**src/rtl/cpu_pkg.sv**
```systemverilog
// Shared definitions for the register-file slice: sizes, one-hot select helpers
// and the sticky error code encoding.
package cpu_pkg;

  localparam int NREG           = 16;
  localparam int IDX_W          = 4;
  localparam int DATA_W_DEFAULT = 32;

  typedef enum logic [1:0] {
    ERR_NONE = 2'b00,
    ERR_WR   = 2'b01,
    ERR_RD   = 2'b10,
    ERR_BOTH = 2'b11
  } err_code_t;

  function automatic logic onehot_legal(input logic [NREG-1:0] sel);
    return ($countones(sel) == 1);
  endfunction

  // Decoder bit k addresses register R(15-k).
  function automatic logic [IDX_W-1:0] onehot_to_idx(input logic [NREG-1:0] sel);
    logic [IDX_W-1:0] idx;
    idx = '0;
    for (int i = 0; i < NREG; i++) begin
      if (sel[i]) idx = IDX_W'(NREG - 1 - i);
    end
    return idx;
  endfunction

endpackage

```
**src/rtl/gp_register_bank_sel_check.sv**
```systemverilog
// Validates one decoder select vector and converts it to a register index.
module onehot_sel_check
  import cpu_pkg::*;
(
  input  logic [NREG-1:0]  sel,
  output logic             legal,
  output logic [IDX_W-1:0] idx
);

  assign legal = onehot_legal(sel);
  assign idx   = onehot_to_idx(sel);

endmodule

```
**src/rtl/gp_register_bank.sv**
```systemverilog
// Sixteen-entry register bank fed by one-hot decoder selects, with registered
// write-first reads, optional R0-as-zero gating and a sticky select-error trap.
module gp_register_bank
  import cpu_pkg::*;
#(
  parameter int DATA_W   = DATA_W_DEFAULT,
  parameter int R0_BA_EN = 1
) (
  input  logic              clock,
  input  logic              clear_n,
  input  logic [NREG-1:0]   wr_sel,
  input  logic              wr_strobe,
  input  logic [DATA_W-1:0] wr_data,
  input  logic [NREG-1:0]   rd_sel,
  input  logic              rd_strobe,
  input  logic              ba_out,
  input  logic              err_clr,
  output logic [DATA_W-1:0] rd_data,
  output logic              rd_valid,
  output logic              sel_err,
  output logic [1:0]        err_code
);

  logic              wr_legal;
  logic              rd_legal;
  logic [IDX_W-1:0]  wr_idx;
  logic [IDX_W-1:0]  rd_idx;
  logic              wr_en;
  logic              rd_en;
  logic [NREG-1:0]   wr_hit;
  logic [DATA_W-1:0] rd_word_next;
  logic [1:0]        new_err;
  err_code_t         err_code_next;

  logic [DATA_W-1:0] regs_reg [NREG];
  logic [DATA_W-1:0] rd_data_reg;
  logic              rd_valid_reg;
  logic              sel_err_reg;
  err_code_t         err_code_reg;

  onehot_sel_check u_wr_check (
    .sel   (wr_sel),
    .legal (wr_legal),
    .idx   (wr_idx)
  );

  onehot_sel_check u_rd_check (
    .sel   (rd_sel),
    .legal (rd_legal),
    .idx   (rd_idx)
  );

  assign wr_en   = wr_strobe & wr_legal;
  assign rd_en   = rd_strobe & rd_legal;
  assign new_err = {rd_strobe & ~rd_legal, wr_strobe & ~wr_legal};

  generate
    for (genvar gi = 0; gi < NREG; gi++) begin : g_wr_hit
      assign wr_hit[gi] = wr_en && (wr_idx == IDX_W'(gi));
    end
  endgenerate

  // Flop array rather than RAM so the whole bank clears asynchronously.
  always_ff @(posedge clock or negedge clear_n) begin
    if (!clear_n) begin
      for (int i = 0; i < NREG; i++) regs_reg[i] <= '0;
    end else begin
      for (int i = 0; i < NREG; i++) begin
        if (wr_hit[i]) regs_reg[i] <= wr_data;
      end
    end
  end

  // Write-first bypass, then R0 gating overrides even a bypassed value.
  always_comb begin
    rd_word_next = regs_reg[rd_idx];
    if (wr_en && (wr_idx == rd_idx)) rd_word_next = wr_data;
    if ((R0_BA_EN != 0) && ba_out && (rd_idx == '0)) rd_word_next = '0;
  end

  // A clear in the same cycle as a new error keeps only this cycle's error bits.
  always_comb begin
    err_code_next = err_clr ? err_code_t'(new_err)
                            : err_code_t'(err_code_reg | new_err);
  end

  always_ff @(posedge clock or negedge clear_n) begin
    if (!clear_n) begin
      rd_data_reg  <= '0;
      rd_valid_reg <= 1'b0;
      sel_err_reg  <= 1'b0;
      err_code_reg <= ERR_NONE;
    end else begin
      if (rd_en) rd_data_reg <= rd_word_next;
      rd_valid_reg <= rd_en;
      sel_err_reg  <= (err_code_next != ERR_NONE);
      err_code_reg <= err_code_next;
    end
  end

  assign rd_data  = rd_data_reg;
  assign rd_valid = rd_valid_reg;
  assign sel_err  = sel_err_reg;
  assign err_code = err_code_reg;

endmodule
```
**config.mk**
```make
export PLATFORM = sky130hd
export DESIGN_NAME = gp_register_bank
export DESIGN_NICKNAME = d
export VERILOG_FILES = /design/src/rtl/cpu_pkg.sv /design/src/rtl/gp_register_bank_sel_check.sv /design/src/rtl/gp_register_bank.sv
export SDC_FILE = /design/constraint.sdc
export NUM_CORES = 1
export LEC_CHECK = 0
export BUFFER_PORTS_ARGS = -buffer_cell sky130_fd_sc_hd__buf_2
export CAP_MARGIN = 40
export CORE_UTILIZATION = 45
export CTS_BUF_LIST = sky130_fd_sc_hd__clkbuf_4 sky130_fd_sc_hd__clkbuf_8
export DETAILED_ROUTE_END_ITERATION = 16
export HOLD_SLACK_MARGIN = 0.05
export PLACE_DENSITY = 0.59
export SYNTH_ARGS = -nofsm -noshare
export SYNTH_HDL_FRONTEND = slang
export SYNTH_SLANG_ARGS = --single-unit
```
**constraint.sdc**
```tcl
create_clock -name clock -period 3.6 [get_ports clock]
set_input_delay 0.72 -clock clock [delete_from_list [all_inputs] [get_ports clock]]
set_output_delay 0.72 -clock clock [all_outputs]
set_load 0.03 [all_outputs]
```
==> impl_metrics.toml <==
[status]
run_status = "finished with violations"
violations = "setup timing"

[pwr]
p_leak_nw = 16.05
peakVddDrop_v = 0.0003652
power_density_nw_per_um2 = 547.4
power_w = 0.01799

[cts]
cts_buffer_depth = 3
cts_root_buf = "clkbuf_8"
cts_tree = "yes"
clk_latency_ns = 0.73
clk_pin_slew_ns = 0.06
cts_buffers = 95
clock-sinks = 548
htreeDepth = 3

[grt]
top_usage_layer = "met2"
use_met3_pct = 4.619
overflow = 0
antenna_found_initial = 1
grt_max_degree = 112
use_met1_pct = 34.48
grt_pass1_wl_um = 113600
grt_pass1_vias = 19160
grt.total_usage_pct = 25.09
grt_use_met2_pct = 40.00

[timing]
min_period_ns = 4.974
maxSlewViolCount = 0
worst_hold_slack_ns = 0.2635
hold_viol = 0
rsz0062_at_grt = "true"
fin_skew_ns = 0.03236
clock.fmax_mhz = 201.1
period_share_pct = 138.2
finalSetupViolations = 548
fin_ws_ns = -1.374
slew_headroom_pct = 22.62
worst_pin_slew_ns = 1.156

[setup_path]
r2r-start = "regs_reg[199]$_DFFE_PN0P_"
crit_path_start_kind = "input port"
crit_fanout = 6
cp-end-kind = "register"
cp_data_arrival_time_ns = 5.55
r2r_cells = 6
r2r_slack_ns = 1.63
crit_type = "input port to register"
reg2reg_to = "rd_data[7]$_DFFE_PN0P_"
worst-endpoint-required_ns = 4.18

[drt]
vias = 17970
drc = 0
ant_nets = 0
via_per_inst = 5.758
drtIter0Drc = 1132
drt-total-wl_um = 77170
firstDrtPassIters = 5
wl_per_cell_um = 24.73

[floorplan]
coreArea_um2 = 56710
die_y_um = 242.4
die_w_um = 242.4
start_util_pct = 45.86
ios = 106
dieArea_um2 = 58770
rows = 87

[worst_hold_path]
hold_path.class = "input port to register"
hold_path_end = "err_code[1]$_DFF_PN0_"
holdPathStages = 2
min_from = "err_clr"

[placement]
post-place-ws_ns = -2.141
placed_area_um2 = 29280
globalplace.congestion = 0.8123
place_inst = 2909
portBuffers = 105
hpwlAfterDp_um = 45840

[finish]
largest_register_ffs = 512
stdcell_area_um2 = 32860
nets = 2408
syn_to_final_growth_pct = 26.32
layout_commonest_cell = "dfrtp_1"
seq_area_um2 = 13710
drive_gt1_share_pct = 51.52
final_cell_mix = "548 x dfrtp_1, 497 x mux2_2, 133 x buf_4, 125 x clkbuf_8, 101 x mux2_4"
final_cells = 3120
fillers = 4567
multi_input_comb_area_um2 = 12380

[synthesis]
synth_seq_cells = 548
syn_area_um2 = 26010
ys_async_sr_fraction_pct = 100.0
syn-num-nets = 2145
yosys_warnings = 0
ys_seq_area_share_pct = 52.72
synth_edf_count = 0
avgSynthCellArea_um2 = 12.86
yosys.cell_types.count = 62
syn_inst = 2023
yosys_most_used_dff = "dfrtp_1"

[job]
cap_violations = 0
-- synth_stat cells (all sizes together) (2+ instances only) --
library cell  instances  area, µm²
a31oi                 3      25.02
or2                   8      50.05
nand3                38      190.2
a21oi                39      206.5
o21ai                98      490.5
a22oi                93      698.2
clkbuf               87      327.8
buf                  75      354.1
a2111oi              30      262.8
inv                  56      210.2
mux2i                 3      30.03
o22ai                66      419.2
or4                   2      15.01
mux2                637       7173
xnor2                 2      17.52
nor3                 41      205.2
nor4                  6      50.04
or4b                  2      20.02
nand2                19      71.32
nor2                 79      296.5
nor2b                 3      18.77
and3                  4      25.02
ha                   30      375.4
or3                   2      12.51
xor2                  2      17.52
dfrtp               548      13710
o31ai                 2      20.02
a221oi                4      58.81
fa                   22      440.4
and2                  2      12.51
nand2b                4      25.02
-- worst max-delay path by stage --
stage	slack (ns)	from	to
floorplan	-1.78	wr_sel[14]	regs_reg[193]$_DFFE_PN0P_
global placement	-2.05	wr_sel[15]	regs_reg[212]$_DFFE_PN0P_
detailed placement	-2.14	wr_sel[14]	rd_data[18]$_DFFE_PN0P_
CTS	-1.33	wr_sel[10]	regs_reg[211]$_DFFE_PN0P_
global route	-1.49	wr_sel[12]	regs_reg[228]$_DFFE_PN0P_
finish	-1.37	wr_sel[15]	regs_reg[451]$_DFFE_PN0P_
-- layout make-up --
| class | instances | share of cell area (%) |
|---|---|---|
| clock buffers | 156 | 5.944 |
| multi-input cells | 1257 | 37.68 |
| diodes | 2 | 0.01523 |
| inverters | 56 | 0.6550 |
| well taps | 756 | 2.879 |
| flip-flops and latches | 548 | 41.73 |
| clock inverters | 17 | 0.5521 |
| repair buffers | 328 | 10.54 |
-- layer usage --
layer	vias to the layer above	routed length, µm
met1	9423	34950
met4	0	2081
li1	7949	-
met2	475	36390
met5	-	0
met3	119	3740
-- cell families after synthesis --
| kind of cell | count (synthesis) | share of synthesized area (%) |
|---|---|---|
| AO/OA/AOI/OAI | 347 | 8.832 |
| XOR/XNOR | 4 | 0.1347 |
| adder cells (fa/ha/maj) | 52 | 3.136 |
| buffers and inverters | 218 | 3.430 |
| flip-flops | 548 | 52.72 |
| multiplexers | 641 | 27.78 |
| AND/OR/NAND/NOR | 213 | 3.968 |
-- power breakdown --
part | switching [W] | leakage (nW) | total, W | internal, W
clock network | 0.00265 | 1.13 | 0.00624 | 0.00358
registers | 0.000489 | 7.55 | 0.00759 | 0.00710
logic | 0.00206 | 7.37 | 0.00416 | 0.00210
total | 0.00520 | 16.0 | 0.0180 | 0.0128
-- stage by stage --
stage,utilization [%],setup TNS (ns)
2_1_floorplan,-,-889.32
3_3_place_gp,51.59,-1084.95
3_5_place_dp,51.63,-1129.70
4_1_cts,56.30,-679.81
5_1_grt,57.93,-772.86
6_report,57.94,-702.17
-- critical path, stage by stage --
cell and delay, ns:
buf_6 0.10, ha_4 0.25, inv_2 0.03, fa_2 0.39, fa_1 0.48, fa_1 0.54, inv_2 0.04, fa_1 0.45
ha_2 0.21, fa_1 0.44, or4b_1 0.49, a21oi_2 0.13, and2_4 0.21, and3_4 0.21, nor2b_4 0.19, buf_12 0.16
clkbuf_16 0.19, mux2_4 0.31
-- what timing repair did --
action,CTS,global route
hold buffers,1,0
pin swaps,8,26
resized for setup,92,108
setup endpoints to repair,548,548
buffers inserted,6,6
endpoints found under the hold margin,43,0
cloned,3,20
No activity file was read; power rests on OpenSTA's default activity.
